==> src/rtl/multi_nibble_addsub_seq.sv <==
// Sequential W-bit add/subtract built from one external 4-bit slice, one nibble per cycle,
// with a valid/ready request port and a valid/ready result port.
module multi_nibble_addsub_seq #(
  parameter int unsigned NIBBLES = 4
) (
  input  logic                 clk,
  input  logic                 rst_n,
  input  logic                 in_valid,
  output logic                 in_ready,
  input  logic [4*NIBBLES-1:0] op_a,
  input  logic [4*NIBBLES-1:0] op_b,
  input  logic                 op_sub,
  output logic                 out_valid,
  input  logic                 out_ready,
  output logic [4*NIBBLES-1:0] result,
  output logic                 carry,
  output logic                 overflow,
  output logic                 zero,
  output logic [3:0]           slc_a,
  output logic [3:0]           slc_b,
  output logic                 slc_cin,
  input  logic [3:0]           slc_s,
  input  logic                 slc_cout,
  input  logic                 slc_v
);

  localparam int unsigned W    = 4 * NIBBLES;
  localparam int unsigned IdxW = (NIBBLES > 1) ? $clog2(NIBBLES) : 1;
  localparam logic [IdxW-1:0] LastIdx = IdxW'(NIBBLES - 1);

  typedef enum logic [1:0] {StIdle, StRun, StDone} state_e;

  state_e          state_q;
  logic [IdxW-1:0] idx_q;
  logic            c_q;
  logic [W-1:0]    a_q;
  logic [W-1:0]    b_q;
  logic            sub_q;
  logic [W-1:0]    result_q;
  logic            carry_q;
  logic            overflow_q;
  logic            zero_q;

  logic [3:0]   a_nib;
  logic [3:0]   b_nib;
  logic [3:0]   b_eff;
  logic [W-1:0] final_res;

  always_comb begin
    a_nib = a_q[{idx_q, 2'b00} +: 4];
    b_nib = b_q[{idx_q, 2'b00} +: 4];
    b_eff = sub_q ? ~b_nib : b_nib;
    // The slice re-inverts B when Cin is set, so pre-invert to make it add b_eff + c.
    if (state_q == StRun) begin
      slc_a   = a_nib;
      slc_b   = c_q ? ~b_eff : b_eff;
      slc_cin = c_q;
    end else begin
      slc_a   = 4'h0;
      slc_b   = 4'h0;
      slc_cin = 1'b0;
    end
    final_res             = result_q;
    final_res[W-1 -: 4]   = slc_s;
  end

  always_ff @(posedge clk or negedge rst_n) begin
    if (!rst_n) begin
      state_q    <= StIdle;
      idx_q      <= '0;
      c_q        <= 1'b0;
      a_q        <= '0;
      b_q        <= '0;
      sub_q      <= 1'b0;
      result_q   <= '0;
      carry_q    <= 1'b0;
      overflow_q <= 1'b0;
      zero_q     <= 1'b0;
    end else begin
      unique case (state_q)
        StIdle: begin
          if (in_valid) begin
            a_q     <= op_a;
            b_q     <= op_b;
            sub_q   <= op_sub;
            idx_q   <= '0;
            c_q     <= op_sub;
            state_q <= StRun;
          end
        end
        StRun: begin
          result_q[{idx_q, 2'b00} +: 4] <= slc_s;
          c_q   <= slc_cout;
          idx_q <= idx_q + IdxW'(1);
          if (idx_q == LastIdx) begin
            carry_q    <= slc_cout;
            overflow_q <= slc_v;
            zero_q     <= (final_res == '0);
            state_q    <= StDone;
          end
        end
        StDone: begin
          if (out_ready) begin
            state_q <= StIdle;
          end
        end
        default: state_q <= StIdle;
      endcase
    end
  end

  assign in_ready  = (state_q == StIdle);
  assign out_valid = (state_q == StDone);
  assign result    = result_q;
  assign carry     = carry_q;
  assign overflow  = overflow_q;
  assign zero      = zero_q;

endmodule
==> config.mk <==
export PLATFORM = sky130hd
export DESIGN_NAME = multi_nibble_addsub_seq
export DESIGN_NICKNAME = d
export VERILOG_FILES = /design/src/rtl/multi_nibble_addsub_seq.sv
export SDC_FILE = /design/constraint.sdc
export NUM_CORES = 1
export LEC_CHECK = 0
export CORE_UTILIZATION = 35
export DETAILED_ROUTE_END_ITERATION = 10
export PLACE_DENSITY = 0.73
export REMOVE_ABC_BUFFERS = 1
export SYNTH_ARGS = -nofsm -noshare
export SYNTH_HDL_FRONTEND = slang
export SYNTH_SLANG_ARGS = --single-unit
==> constraint.sdc <==
create_clock -name clk -period 1.9 [get_ports clk]
set_clock_uncertainty 0.15 [all_clocks]
set_input_delay 0.19 -clock clk [delete_from_list [all_inputs] [get_ports clk]]
set_output_delay 0.19 -clock clk [all_outputs]
set_load 0.03 [all_outputs]
Yosys cells after proc, flatten, opt, wreduce, memory -nomap -nowiden

Cells that the tools add are included.

Reductions and logical operators: 7
Equality and inequality tests: 6
Bitwise operators: 2
Multiplexer cells: 14
Add/sub/neg operators: 2
Shift-type cells: 4

Operator list:

| operator                 | count |
|---|---|
| $shiftx A16 B5 Y4        | 2 |
| $bwmux W16               | 1 |
| $logic_not A16 Y1        | 1 |
| $mux W4                  | 4 |
| $shift A4 B6 Y16 const A | 1 |
| $shiftx A4 B6 Y16        | 1 |
| $mux W2                  | 4 |
| $not A4 Y4               | 2 |
| $neg A4 Y6               | 1 |
| $pmux W2 S3              | 1 |
| $reduce_and A2 Y1        | 3 |
| $eq A2 B2 Y1 const B     | 2 |
| $ne A2 B1 Y1 const B     | 2 |
| $pmux W2 S2              | 1 |
| $reduce_and A3 Y1        | 1 |
| $add A2 B1 Y2 const B    | 1 |
| $eq A2 B1 Y1 const B     | 1 |
| $logic_not A2 Y1         | 1 |
| $mux W1                  | 2 |
| $ne A2 B2 Y1 const B     | 1 |
| $pmux W1 S2              | 1 |
| $reduce_bool A2 Y1       | 1 |

Bits in registers: 57
Output and inout port bits: 30

Logic depth before layout (Yosys ltp)

Gate-level depths: netlist of run 1.

Word-level depth: 6
Mapped depth: 7

Worst setup path after synthesis of run 1

OpenSTA, ideal clock, no wires.

Kind: flip-flop to output port
From: register idx_q[0]
To: output port slc_b[2]
Arrival: 1.768 ns
Cell stages (with the launch flop): 4
Slack: -0.208 ns
Buffers on the path: 1
Required time: 1.560 ns
Cells stage by stage: dfrtp_1 > buf_2 > mux4_2 > o21ai_0

Word-level cells in the longest chain between the ends: 6

RTL lines:

| item                   | line | source |
|---|---|---|
| start, declared        | 34   | `logic [IdxW-1:0] idx_q;` |
| start signal, assigned | 94   | `idx_q <= idx_q + IdxW'(1);` |
| $shiftx A16 B5 Y4 (*)  | 51   | `b_nib = b_q[{idx_q, 2'b00} +: 4];` |
| $not A4 Y4             | 52   | `b_eff = sub_q ? ~b_nib : b_nib;` |
| $mux W4 (*)            | 52   |  |
| $not A4 Y4             | 56   | `slc_b = c_q ? ~b_eff : b_eff;` |
| $mux W4 (*)            | 56   |  |
| $mux W4 (*)            | 54   | `if (state_q == StRun) begin` |
| end, declared          | 20   | `output logic [3:0] slc_b,` |

Every way passes the cells marked *; elsewhere a longest branch is shown, timed or not.

Worst setup path in the final report of run 1

From: register idx_q[0]
To: output port slc_b[1]

The elaborated chain is that of the path after synthesis.

==> results of run 1 <==
-- worst min-delay path: stages --
cell	delay [ps]
dlygate4sd3_1	530
buf_2	120
buf_12	270
-- synth_stat cells (all sizes together) --
cell,number
nor2,2
and2,6
o21ai,8
a221o,1
nor2b,1
dfrtp,57
nand3,5
nand4,1
nor4,6
nor4b,1
and3,1
inv,3
ha,5
o31ai,2
a22o,15
clkbuf,3
or3b,1
buf,7
xnor2,1
nand2,3
nand2b,5
nor3,1
mux4,8
nand3b,5
mux2,35
-- state kept, by name, indices dropped and copies added (netlist names) --
name,flops
result,16
a_q,16
c_q,1
sub_q,1
state_q,2
b_q,16
carry,1
overflow,1
idx_q,2
zero,1
-- power breakdown --
part	internal (µW)	switching, µW	leakage (µW)
logic	2640	2180	0.00106
clock network	491	435	0.0000887
registers	1820	403	0.000704
-- kinds of logic (layout without fill, tap and decap cells) --
family	count (synthesis)	after routing
flops	57	57
mux	43	43
simple gates	38	38
compound gates	26	26
buf+inv	13	128
fa+ha+maj	5	5
xor+xnor	1	1
-- cell type report --
class                           instances  area, µm²
Timing Repair Buffer                  110       1060
Multi-Input combinational cell        113       1290
Fill cell                             638       3290
Clock inverter                          4       20.0
Tap cell                               99        124
Inverter                                3       15.0
Clock buffer                           11        141
Sequential cell                        57       1430
-- routing by layer --
layer | wire length, µm | up-vias | GRT usage, %
met2 | 2810 | 66 | 24.3
met3 | 340 | 11 | 5.41
met1 | 2730 | 929 | 21.0
met4 | 120 | 0 | 5.24
met5 | 0 | - | 0
li1 | - | 908 | -
-- worst max-delay path by stage --
stage / from / cells after the start / endpoint
after floorplan: state_q[0] / 3 / c_q
after global placement: idx_q[0] / 3 / slc_a[1]
after detailed placement: idx_q[0] / 3 / slc_a[1]
after CTS: idx_q[0] / 4 / slc_b[1]
after global routing: idx_q[0] / 4 / slc_b[0]
final: idx_q[0] / 4 / slc_b[1]
-- through the flow --
step | TNS (ps) | instances | utilization [%]
after CTS | -1450 | 392 | 54.0
final | -1430 | 397 | 55.4
after global placement | -5370 | 369 | 49.6
after detailed placement | -5990 | 369 | 49.6
after global routing | -2360 | 397 | 55.4
after floorplan | -16090 | 173 | -
-- repair_timing --
item	4_1_cts	5_1_grt
buffers inserted	7	5
hold endpoints to repair	57	0
gates resized for setup	52	30
pin swaps	2	3
hold buffers	1	0
endpoints found under the setup margin	29	40
==> impl_metrics.ini, run 1 <==
[status]
status = finished, violations left
violations = negative setup slack

[timing]
fmax_ghz = 0.472
rsz0062_at_grt = true
fin_crit_ps = 2120
fin_ws_ps = -219
slew_violations = 0
tightest_slew_ps = 328
hold_ws_ps = 248
maxSlewHeadroom_pct = 78.1
report.final.hold_viol_count = 0
fin_crit_sh_pct = 112
setup_viol = 8

[flow_run]
drv_cap = 0

[placed_design]
finalWeightedCongestion = 0.788
dp.final_hpwl_um = 4130
pre_cts_ws_ps = -228
placed_area_mm2 = 0.00365
port_buffers = 72

[die]
die-area_mm2 = 0.00811
die_y_um = 90.1
row_count = 31
dieWidth_um = 90.1
pin_count = 73
start_util_pct = 36.8
core_area_mm2 = 0.00737

[synthesis]
synth_top_area_share_pct = 52.5
synth_top_family_by_area = multiplexers
synth_area_mm2 = 0.00272
synth_cell_type_count = 30
synth_top_area_cell = dfrtp_1
synthXorXnorAreaFrac_pct = 0.323
ys_warn_count = 0
synth_seq_cells = 57
synth_compound_area_share_pct = 7.24
syn_inst = 183
ys_seq_area_share_pct = 52.5
synthTopCellsByArea = dfrtp_1 (53%), mux2_4 (15%), mux4_2 (6.6%)
synthAdderAreaFrac_pct = 2.30
syn-mean-instance-area_um2 = 14.8
yosys.area_share.simple_pct = 8.43
synth_mux_area_share_pct = 25.0

[setup_path]
crit_path_end_kind = output pin
crit_family = multiplexers
reg2reg_from = idx_q[0]
r2r_slack_ps = 50
r2r_end = overflow
crit_buf_inv = 2
crit_path_top_delay_cell = mux4_2
cpPeakStageDelay_ps = 540
cp.required_ps = 1560
critPathKind = reg -> out
path_max_fanout = 7
critical_path.cell_chain = buf_8 -> mux4_2 -> o21ai_2 -> buf_6
reg2reg_depth = 7
cp.arrival_ps = 1780
start_kind = register

[global_routing]
grt_pass1_wl_um = 10100
grt_max_degree = 58
grt_usage_pct = 15.8
grt_pass1_vias = 2017
antenna_found_initial = 0
grt_overflow_total = 0

[clock_network]
cts_buffers = 9
htreeDepth = 3
cts_root_buffer = clkbuf_8
cts_tree = built
cts.path.max_buffers = 2
clk_pin_slew_ps = 60
cts.sinks = 57
clock_latency_ps = 330

[final_layout]
layout_common_cells = clkdlybuf4s50_1 (60), dfrtp_1 (55), mux2_4 (30)
final_common_cell = clkdlybuf4s50_1
syn_to_final_growth_pct = 50.4
diodes = 0
drive_gt1_share_pct = 43.6
fin_area_mm2 = 0.00408
final_nets = 342

[min_path]
hold_class = in -> async

[route]
wl_um = 6010
vias_per_cell = 4.82
wire_per_inst_um = 15.1
drc = 0
firstDrtPassIters = 4
ant_nets = 0
initialDrtViolationCount = 77
via_count = 1914

[power]
power.leakage_uw = 0.00185
power_density_mw_per_mm2 = 1950
total_power_uw = 7970
max-vdd-ir-drop_mv = 1.19
(Power assumes the default switching activity.)
==> run 2: changes to the inputs <==
--- a/config.mk
+++ b/config.mk
@@ -5,9 +5,10 @@
 export SDC_FILE = /design/constraint.sdc
 export NUM_CORES = 1
 export LEC_CHECK = 0
-export CORE_UTILIZATION = 35
+export CORE_ASPECT_RATIO = 1.1
+export CORE_UTILIZATION = 44
 export DETAILED_ROUTE_END_ITERATION = 10
-export PLACE_DENSITY = 0.73
+export PLACE_DENSITY = 0.87
 export REMOVE_ABC_BUFFERS = 1
 export SYNTH_ARGS = -nofsm -noshare
 export SYNTH_HDL_FRONTEND = slang
==> run 2 against run 1 <==
Effect of this change: the flow still finishes with violations (negative setup slack); routed wire length grew 7.1%; clock power grew 21%; highest routed layer unchanged; worst setup slack gained 30 ps.
==> impl_metrics.ini, run 2 (synthesis results as in run 1) <==
[status]
status = finished, violations left
violations = negative setup slack

[clock_network]
clk_pin_slew_ps = 70
cts_root_buffer = clkbuf_8
cts_tree = built
cts.sinks = 57
cts_buffers = 9
cts.path.max_buffers = 2
clock_latency_ps = 340
htreeDepth = 3

[route]
wl_um = 6430
firstDrtPassIters = 4
wire_per_inst_um = 17.2
via_count = 1982
vias_per_cell = 5.30
drc = 0
initialDrtViolationCount = 88
ant_nets = 0

[die]
core_area_mm2 = 0.00588
start_util_pct = 46.2
die_y_um = 84.4
pin_count = 73
row_count = 29
die-area_mm2 = 0.00649
dieWidth_um = 76.9

[power]
power.leakage_uw = 0.00180
total_power_uw = 8000
max-vdd-ir-drop_mv = 1.33
power_density_mw_per_mm2 = 2000

[global_routing]
antenna_found_initial = 0
grt_pass1_vias = 2032
grt_max_degree = 25
grt_pass1_wl_um = 10300
grt_overflow_total = 0
grt_usage_pct = 21.4

[min_path]
hold_class = in -> async

[setup_path]
critical_path.cell_chain = buf_8 -> mux4_2 -> o21ai_2 -> buf_6
start_kind = register
critPathKind = reg -> out
cpPeakStageDelay_ps = 530
crit_family = multiplexers
crit_buf_inv = 2
reg2reg_depth = 8
r2r_slack_ps = 0
r2r_end = result[9]
cp.required_ps = 1560
cp.arrival_ps = 1750
crit_path_end_kind = output pin
path_max_fanout = 5
crit_path_top_delay_cell = mux4_2
reg2reg_from = idx_q[0]

[timing]
fmax_ghz = 0.478
hold_ws_ps = 174
fin_crit_sh_pct = 110
tightest_slew_ps = 453
slew_violations = 0
fin_crit_ps = 2090
rsz0062_at_grt = true
tns_ps = -1220
setup_viol = 9
fin_ws_ps = -190
maxSlewHeadroom_pct = 69.8
report.final.hold_viol_count = 0

[placed_design]
finalWeightedCongestion = 0.792
pre_cts_ws_ps = -272
dp.final_hpwl_um = 4390
dp.cells = 347
port_buffers = 72

[final_layout]
layout_common_cells = clkdlybuf4s50_1 (60), dfrtp_1 (55), buf_4 (39)
final_nets = 340
drive_gt1_share_pct = 41.8
syn_to_final_growth_pct = 47.2
stdcell_count = 374
final_common_cell = clkdlybuf4s50_1
diodes = 0

[flow_run]
drv_cap = 0
==> run 2: changes by cell type in the layout (fill, tap and decap cells not counted), sizes merged <==
cell / delta
buf: -2
clkinv: -2
clkinvlp: +2
bufinv: +1
clkbuf: -1
clkdlybuf4s15: +1
==> run 2: stage by stage <==
| step | utilization [%] | instance area [µm²] |
|---|---|---|
| after floorplan | - | 2610 |
| after global placement | 61.5 | 3610 |
| after detailed placement | 61.5 | 3610 |
| after CTS | 66.2 | 3890 |
| after global routing | 68.0 | 4000 |
| final | 68.0 | 4000 |
==> run 2: routing by layer <==
metal / track usage (%) / wire length [µm]
met3: 4.57 / 372
met2: 35.6 / 3220
met1: 26.4 / 2720
met4: 10.5 / 121
met5: 0 / 0
==> run 2: how the worst max path moves through the flow <==
stage                          start        to  slack (ps)  cells past startpoint
after global placement      idx_q[0]  slc_a[1]        -230                      3
after CTS                   idx_q[0]  slc_b[0]        -200                      4
after detailed placement    idx_q[0]  slc_a[1]        -270                      3
after global routing        idx_q[0]  slc_b[1]        -230                      4
after floorplan           state_q[0]       c_q        -480                      3
final                       idx_q[0]  slc_b[0]        -190                      4
==> run 2: final cells by class <==
class	instances	area, µm²
fillers	426	1880
flip-flops and latches	57	1430
multi-input cells	113	1260
repair buffers	108	992
clock buffers	11	141
well taps	77	96.3
clock inverters	5	55.1
inverters	3	20.0
==> run 2: repair_timing <==
item,in CTS,in global routing
resized for setup,43,18
setup buffers,4,7
hold buffers,1,0
endpoints found under the hold margin,19,0
pin swaps,1,8
endpoints found under the setup margin,26,25
==> run 2: power by group <==
group	switching, µW	internal [µW]	total [µW]
clock	484	636	1120
combinational	2200	2440	4640
sequential	424	1820	2250
total	3110	4900	8000
